**src/rtl/fetch_pc_pkg.sv**
```systemverilog
// Shared e5rv32 definitions used by the fetch stage: XLEN, default vectors,
// fetch state encoding and the execute-stage jump encodings.
package e5rv32_pkg;

    localparam int XLEN = 32;

    localparam logic [XLEN-1:0] DEFAULT_RESET_VECTOR = 32'h0000_0000;
    localparam logic [XLEN-1:0] DEFAULT_TRAP_VECTOR  = 32'h0000_0004;
    localparam logic [XLEN-1:0] PC_STEP              = 32'd4;

    typedef enum logic [1:0] {
        BOOT  = 2'b00,
        FETCH = 2'b01,
        PEND  = 2'b10
    } fetch_state_e;

    // Jump kinds decided in execute; fetch only sees the resulting PCJmpE.
    typedef enum logic [1:0] {
        DESACTIVAR = 2'b00,
        BRANCH     = 2'b01,
        JAL        = 2'b10,
        JALR       = 2'b11
    } jmp_e;

    function automatic logic [XLEN-1:0] next_seq_pc(input logic [XLEN-1:0] pc);
        return pc + PC_STEP;
    endfunction

endpackage

```
**src/rtl/fetch_pc_if.sv**
```systemverilog
// Instruction-memory handshake between the fetch unit (master) and imem (slave).
interface fetch_pc_if;
    import e5rv32_pkg::*;

    logic            ImemReq;
    logic            ImemReady;
    logic [XLEN-1:0] PCF;

    modport master (
        output ImemReq,
        output PCF,
        input  ImemReady
    );

    modport slave (
        input  ImemReq,
        input  PCF,
        output ImemReady
    );

endinterface

```
**src/rtl/fetch_pc.sv**
```systemverilog
// e5rv32 fetch PC unit: owns PCF, handshakes with imem, holds redirects that
// arrive mid-fetch and flushes wrong-path work. Misalign trap: FETCH_MISALIGN_TRAP_EN.
module fetch_pc
    import e5rv32_pkg::*;
#(
    parameter logic [XLEN-1:0] RESET_VECTOR = DEFAULT_RESET_VECTOR,
    parameter logic [XLEN-1:0] TRAP_VECTOR  = DEFAULT_TRAP_VECTOR
) (
    input  logic            clk,
    input  logic            rst_n,
    input  logic            PCJmpE,
    input  logic [XLEN-1:0] PCTargetE,
    input  logic            StallF,
    fetch_pc_if.master      imem,
    output logic [XLEN-1:0] PCPlus4F,
    output logic            FlushD,
    output logic            FlushE
`ifdef FETCH_MISALIGN_TRAP_EN
    ,
    output logic            MisalignE
`endif
);

    fetch_state_e    state_q, state_d;
    logic [XLEN-1:0] pcf_q, pcf_d;
    logic [XLEN-1:0] pend_tgt_q, pend_tgt_d;
    logic [XLEN-1:0] tgt;
    logic [XLEN-1:0] jmp_pc;
    logic [XLEN-1:0] pend_pc;
    logic            imem_req;
    logic            flush_d;
    logic            flush_e;

`ifdef FETCH_MISALIGN_TRAP_EN
    logic unused_tgt_bit0;

    assign tgt             = {PCTargetE[XLEN-1:1], 1'b0};
    assign unused_tgt_bit0 = PCTargetE[0];
    // A halfword-aligned target diverts to the trap handler instead of being taken.
    assign jmp_pc          = tgt[1] ? TRAP_VECTOR : tgt;
    assign pend_pc         = pend_tgt_q[1] ? TRAP_VECTOR : pend_tgt_q;
    assign MisalignE       = PCJmpE & tgt[1] & (state_q != BOOT);
`else
    logic [1:0]      unused_tgt_bits;
    logic [XLEN-1:0] unused_trap_vector;

    assign tgt                = {PCTargetE[XLEN-1:2], 2'b00};
    assign unused_tgt_bits    = PCTargetE[1:0];
    assign unused_trap_vector = TRAP_VECTOR;
    assign jmp_pc             = tgt;
    assign pend_pc            = pend_tgt_q;
`endif

    assign PCPlus4F       = next_seq_pc(pcf_q);
    assign imem.PCF       = pcf_q;
    assign imem.ImemReq   = imem_req;
    assign FlushD         = flush_d;
    assign FlushE         = flush_e;

    always_comb begin
        state_d    = state_q;
        pcf_d      = pcf_q;
        pend_tgt_d = pend_tgt_q;
        imem_req   = 1'b1;
        flush_d    = PCJmpE;
        flush_e    = PCJmpE;

        unique case (state_q)
            BOOT: begin
                imem_req = 1'b0;
                flush_d  = 1'b1;
                flush_e  = 1'b1;
                state_d  = FETCH;
            end

            FETCH: begin
                if (PCJmpE) begin
                    if (imem.ImemReady) begin
                        pcf_d = jmp_pc;
                    end else begin
                        pend_tgt_d = tgt;
                        state_d    = PEND;
                    end
                end else if (imem.ImemReady && !StallF) begin
                    pcf_d = PCPlus4F;
                end
            end

            // Memory cannot abort, so the old PCF stays requested until it returns.
            PEND: begin
                if (PCJmpE) begin
                    pend_tgt_d = tgt;
                end
                if (imem.ImemReady) begin
                    pcf_d   = PCJmpE ? jmp_pc : pend_pc;
                    flush_d = 1'b1;
                    state_d = FETCH;
                end
            end

            default: begin
                state_d = BOOT;
            end
        endcase
    end

    always_ff @(posedge clk or negedge rst_n) begin
        if (!rst_n) begin
            state_q    <= BOOT;
            pcf_q      <= RESET_VECTOR;
            pend_tgt_q <= '0;
        end else begin
            state_q    <= state_d;
            pcf_q      <= pcf_d;
            pend_tgt_q <= pend_tgt_d;
        end
    end

endmodule

```
**src/flat_wrapper.sv**
```systemverilog
// flat-port wrapper written by rule: the top's interface ports become plain ports
module fetch_pc_flat import e5rv32_pkg::*;
#(
    parameter logic [XLEN-1:0] RESET_VECTOR = DEFAULT_RESET_VECTOR,
    parameter logic [XLEN-1:0] TRAP_VECTOR  = DEFAULT_TRAP_VECTOR
)
  (clk, rst_n, PCJmpE, PCTargetE, StallF, PCPlus4F, FlushD, FlushE, imem_ImemReq, imem_PCF, imem_ImemReady);
  fetch_pc_if imem_i ();
  input  logic clk;
  input  logic rst_n;
  input  logic PCJmpE;
  input  logic [XLEN-1:0] PCTargetE;
  input  logic StallF;
  output logic [XLEN-1:0] PCPlus4F;
  output logic FlushD;
  output logic FlushE;
  output wire logic [$bits(imem_i.ImemReq)-1:0] imem_ImemReq;
  output wire logic [$bits(imem_i.PCF)-1:0] imem_PCF;
  input wire logic [$bits(imem_i.ImemReady)-1:0] imem_ImemReady;
  assign imem_ImemReq = imem_i.ImemReq;
  assign imem_PCF = imem_i.PCF;
  assign imem_i.ImemReady = imem_ImemReady;
  fetch_pc #(.RESET_VECTOR(RESET_VECTOR), .TRAP_VECTOR(TRAP_VECTOR)) u_core (.clk(clk), .rst_n(rst_n), .PCJmpE(PCJmpE), .PCTargetE(PCTargetE), .StallF(StallF), .imem(imem_i), .PCPlus4F(PCPlus4F), .FlushD(FlushD), .FlushE(FlushE));
endmodule
```
**config.mk**
```make
export PLATFORM = sky130hd
export DESIGN_NAME = fetch_pc_flat
export DESIGN_NICKNAME = d
export VERILOG_FILES = /design/src/rtl/fetch_pc_pkg.sv /design/src/rtl/fetch_pc_if.sv /design/src/rtl/fetch_pc.sv /design/src/flat_wrapper.sv
export SDC_FILE = /design/constraint.sdc
export NUM_CORES = 1
export LEC_CHECK = 0
export CORE_UTILIZATION = 30
export CTS_CLUSTER_SIZE = 40
export DETAILED_ROUTE_END_ITERATION = 10
export SETUP_SLACK_MARGIN = 0.3
export SYNTH_ARGS = -nofsm -noshare
export SYNTH_HDL_FRONTEND = slang
export SYNTH_SLANG_ARGS = --single-unit
```
**constraint.sdc**
```tcl
create_clock -name clk -period 1.66 [get_ports clk]
set_input_delay 0.166 -clock clk [delete_from_list [all_inputs] [get_ports clk]]
set_output_delay 0.166 -clock clk [all_outputs]
set_load 0.01 [all_outputs]
```
# == After elaboration in Yosys (flattened, before gate mapping) ==
# Index checks and enable logic that the tools add are counted.
# word_totals
regBits,66
out_inout_bits,67
inputBits,37
# classes
add_sub_neg,1
reduce_logical,7
eq_ne,7
muxes,17
# ops
op,n
32-bit 2-to-1 mux,7
32-bit case mux with 2 select lines,2
32-bit by 3-bit adder with 32-bit output (second input constant),1
2-bit 2-to-1 mux,3
2-bit != test (second input constant),3
2-bit case mux with 3 select lines,1
3-bit AND reduction,2
4-bit AND reduction,1
1-bit 2-to-1 mux,3
3-bit by 2-bit != test with 1-bit output (second input constant),1
3-bit != test (second input constant),1
2-bit by 1-bit == test with 1-bit output (second input constant),1
2-bit == test (second input constant),1
2-bit logical NOT,1
1-bit case mux with 2 select lines,1
2-bit nonzero test,1
1-bit logical AND,1
1-bit logical NOT,1

# == Logic depth before layout (Yosys ltp) ==
# depth
depth_word,5
mapped_depth,7

# == Worst setup path before layout ==
# Ideal clock, no wire load.
# synth_path
kind,reg2reg
start,"register u_core.pcf_q[2], in the netlist u_core.imem.PCF[2]"
end,"register u_core.pcf_q[26], in the netlist u_core.imem.PCF[26]"
period_less_slack_ns,1.812
n_path_buf,0
path_stages_with_launch,7
setup_ns,0.126
setup_slack_ns,-0.152
arrival_time_ns,1.686
t_required_ns,1.534
cell_sequence,dfrtp_1 > ha_1 > and4_1 > and3_1 > nand3_1 > xnor2_1 > a221o_1
# synth_between
elab_chain_len,4
# synth_rtl
item,line_no,source
"start, declared",fetch_pc.sv:25,"logic [XLEN-1:0] pcf_q, pcf_d;"
"start signal, assigned",fetch_pc.sv:114,pcf_q <= pcf_d;
32-bit by 3-bit adder with 32-bit output,fetch_pc_pkg.sv:26,return pc + PC_STEP;
via PCPlus4F[26],flat_wrapper.sv:14,output logic [XLEN-1:0] PCPlus4F;
32-bit 2-to-1 mux,fetch_pc.sv:84,end else if (imem.ImemReady && !StallF) begin
32-bit 2-to-1 mux,fetch_pc.sv:77,if (PCJmpE) begin
32-bit case mux with 2 select lines,fetch_pc.sv:68,unique case (state_q)
# The timed path passes the listed nets, and every way through them passes these cells. The select of a mux whose other input is x is not followed.
# A chain may end at the register's enable or synchronous reset.

# == Worst setup path in the final report ==
# layout_path
start,"register u_core.pcf_q[11], in the netlist u_core.imem.PCF[11]"
end,output PCPlus4F[19]
# layout_between
elab_chain_len,1
# layout_rtl
item,line_no
32-bit by 3-bit adder with 32-bit output,fetch_pc_pkg.sv:26
"end, declared",flat_wrapper.sv:14
# No other way between the ends.

==> run summary <==
Hpwl dp: 9.65 mm
Area growth, synth to finish: 104%
Vias per Instance: 5.43
Startpoint Class: flop
Worst-skew pair later-pin latency: 340 ps
Leading cell types in the layout, fill and taps excluded: buf_6, buf_4, dfrtp_1
WP data required: 1490 ps
Part of the cycle the worst path needs: 131%
Worst Path Max Fanout: 4
Critical path type: reg2out
Largest family of logic cells by synthesized area: simple AND/OR/NAND/NOR gates
Yosys reg bits: 66
Clk slew on worst S/H paths: 60 ps
Ports: 104
Power Density: 1160 nW/um^2
Relative slew margins: 65.1%
DRC viols: 0
Total grt overflow: 0
Cell count of the worst reg-to-reg path: 10
Drt total wl: 18.5 mm
Ys Warns: 0
Placement Cell Area: 5920 sq um
Initial antenna violation count: 0
TritonCTS clock tree: built
Worst Setup Slack, final: -518 ps
Achievable Freq: 0.459 GHz
Tmin final: 2180 ps
H-tree Lvls: 3
# diodes: 0
Final TNS setup: -16950 ps
Most frequently used flop master after synthesis: dfrtp_1
Worst clock skew: 7.00 ps
Most common cell after layout, fill and taps aside: buf_6
Layout cell share with drive strength beyond 1: 58.8%
TritonRoute pass-1 iters: 5
Ys async rst share: 100%
Final setup violation count: 85
Clk root buf: clkbuf_16
Die area: 13700 sq um
Post-synthesis average cell area: 9.29 sq um
Post-route cell area: 8090 sq um
Final core utilization: 63.3%
DR WL/cell: 21.3 um
Post-Synthesis Cells: 427
Status: complete, but fails checks
Library cells used by synthesis: 54
Hold slack: 371 ps
Mapped Area: 3970 sq um
Syn nets: 465
Largest net degree at the start of global routing: 67
Final Max Slew Viols: 0
First-pass GRT wire length: 25.3 mm
# fillers: 880
Die H: 117 um
Die X: 117 um
Net count, final: 729
Final hold violation count: 0
Global Route Usage Sum: 25.0%
Arr. time, crit path: 2010 ps
Crit path capture type: output pin
Synth Area in XOR/XNOR: 6.18%
Max-Cap Viols: 0
Placer Congestion: 0.847
Starting DRT DRC Count: 322
CTS Buf Count: 9
Register area share after synthesis: 41.6%
CTS Sinks: 66
Post-place setup slack: -486 ps
Vias in the first global route: 4551
Leakage: 0.00367 uW
Via count: 4714
Starting density of the core: 31.1%
HP Class: in2async
RSZ-0062 raised after global routing: true
Port Buffers: 101
Adder-Cell Fraction of Synth Area: 0.315%
Number of synthesized flops with an enable pin: 0
Multiplexer share of the synthesized area: 10.4%
Core footprint: 12800 sq um
CTS Buffer Depth: 2
Failing checks: setup timing
Compound-Gate Fraction of Synth Area: 16.6%
Worst slew pin tran: 523 ps
Row Count: 41
Post-synthesis simple-gate area fraction: 20.2%
Worst IR Drop VDD: 0.712 mV
Antenna-violating nets left: 0
layout make-up:
type / instances / area, sq um / share of cell area (%)
multi-input cells: 318 / 3020 / 37.3
repair buffers: 283 / 2830 / 35.0
flip-flops and latches: 66 / 1660 / 20.5
clock buffers: 14 / 274 / 3.39
well taps: 172 / 215 / 2.66
inverters: 13 / 51.3 / 0.634
clock inverters: 2 / 35.0 / 0.433
Yosys cell counts, types with 2 or more instances:
master     number  area (sq um)
a21oi_1        27           135
a221o_1         6          60.1
a221oi_1        4          35.0
a2bb2oi_1       2          17.5
a31oi_1         2          12.5
a32oi_1         2          17.5
and2_1          4          25.0
and3_1         15          93.8
and4_1          4          35.0
buf_2          13          65.1
buf_4           2          15.0
clkbuf_1       14          52.6
dfrtp_1        66          1650
inv_1          13          48.8
mux2_2         35           394
mux2i_1         2          20.0
nand2_1        27           101
nand2b_1        6          37.5
nand3_1        22           110
nand3_2         2          20.0
nand4_1         6          37.5
nor2_1         34           128
nor2b_1         3          18.8
nor3_1         10          50.1
o211ai_1        5          37.5
o21ai_0        39           195
o2bb2ai_1       4          35.0
o31a_1          3          26.3
o31ai_1         2          15.0
or3_1           3          18.8
xnor2_1        18           158
xor2_1         10          87.6
cells by family (layout without fill, tap and decap cells):
kind of cell	after synthesis	after routing
DFF	66	66
and+or+nand+nor	147	147
adders and majority gates	1	1
muxes	37	37
AOI/OAI and AO/OA	105	105
buffers and inverters	43	312
xor gates and xnor gates	28	28
worst max-delay path: stages, from the launching register on:
cell and delay (ps):
dfrtp_1 420, nand3_4 190, nor4_4 330, buf_4 220
and4_4 260, xor2_2 110, buf_2 130
per-stage QoR:
| step | instances | power [uW] |
|---|---|---|
| 2_1_floorplan | 427 | 4040 |
| 3_3_place_gp | 752 | 5910 |
| 3_5_place_dp | 752 | 5970 |
| 4_1_cts | 837 | 8560 |
| 5_1_grt | 868 | 9790 |
| 6_report | 868 | 9410 |
state kept, by name (all words and copies together) (netlist names):
signal / flops
u_core.state_q: 2
u_core.pend_pc: 32
u_core.imem.PCF: 32
timing repair:
action | in CTS | in global routing
pin swaps | 74 | 64
endpoints found under the setup margin | 130 | 115
endpoints found under the hold margin | 66 | 0
cloned | 10 | 0
hold buffers | 1 | 0
buffers inserted | 58 | 31
resized for setup | 378 | 105
per-layer routing:
metal | vias to the layer above | GRT usage [%] | wire (um)
li1 | 2075 | - | -
met4 | 0 | 7.93 | 790
met1 | 2351 | 32.6 | 7420
met2 | 225 | 41.5 | 9020
met3 | 63 | 5.36 | 1230
met5 | - | 0 | 0
path summary, 6_finish.rpt:
check,endpoint,from,slack [ps]
max,PCPlus4F[19],u_core.imem.PCF[11],-520
min,u_core.pend_pc[28],rst_n,370
max reg2reg,u_core.imem.PCF[21],u_core.imem.PCF[11],-430
max in group asynchronous,u_core.imem.PCF[8],rst_n,950
min in group clk,u_core.pend_pc[15],PCTargetE[15],400
min reg2reg,u_core.pend_pc[15],u_core.pend_pc[15],490
power breakdown:
group	internal [uW]	switching, uW
clock network	1290	760
registers	2070	390
logic	2640	2260
No activity file was read; power rests on OpenSTA's default activity.
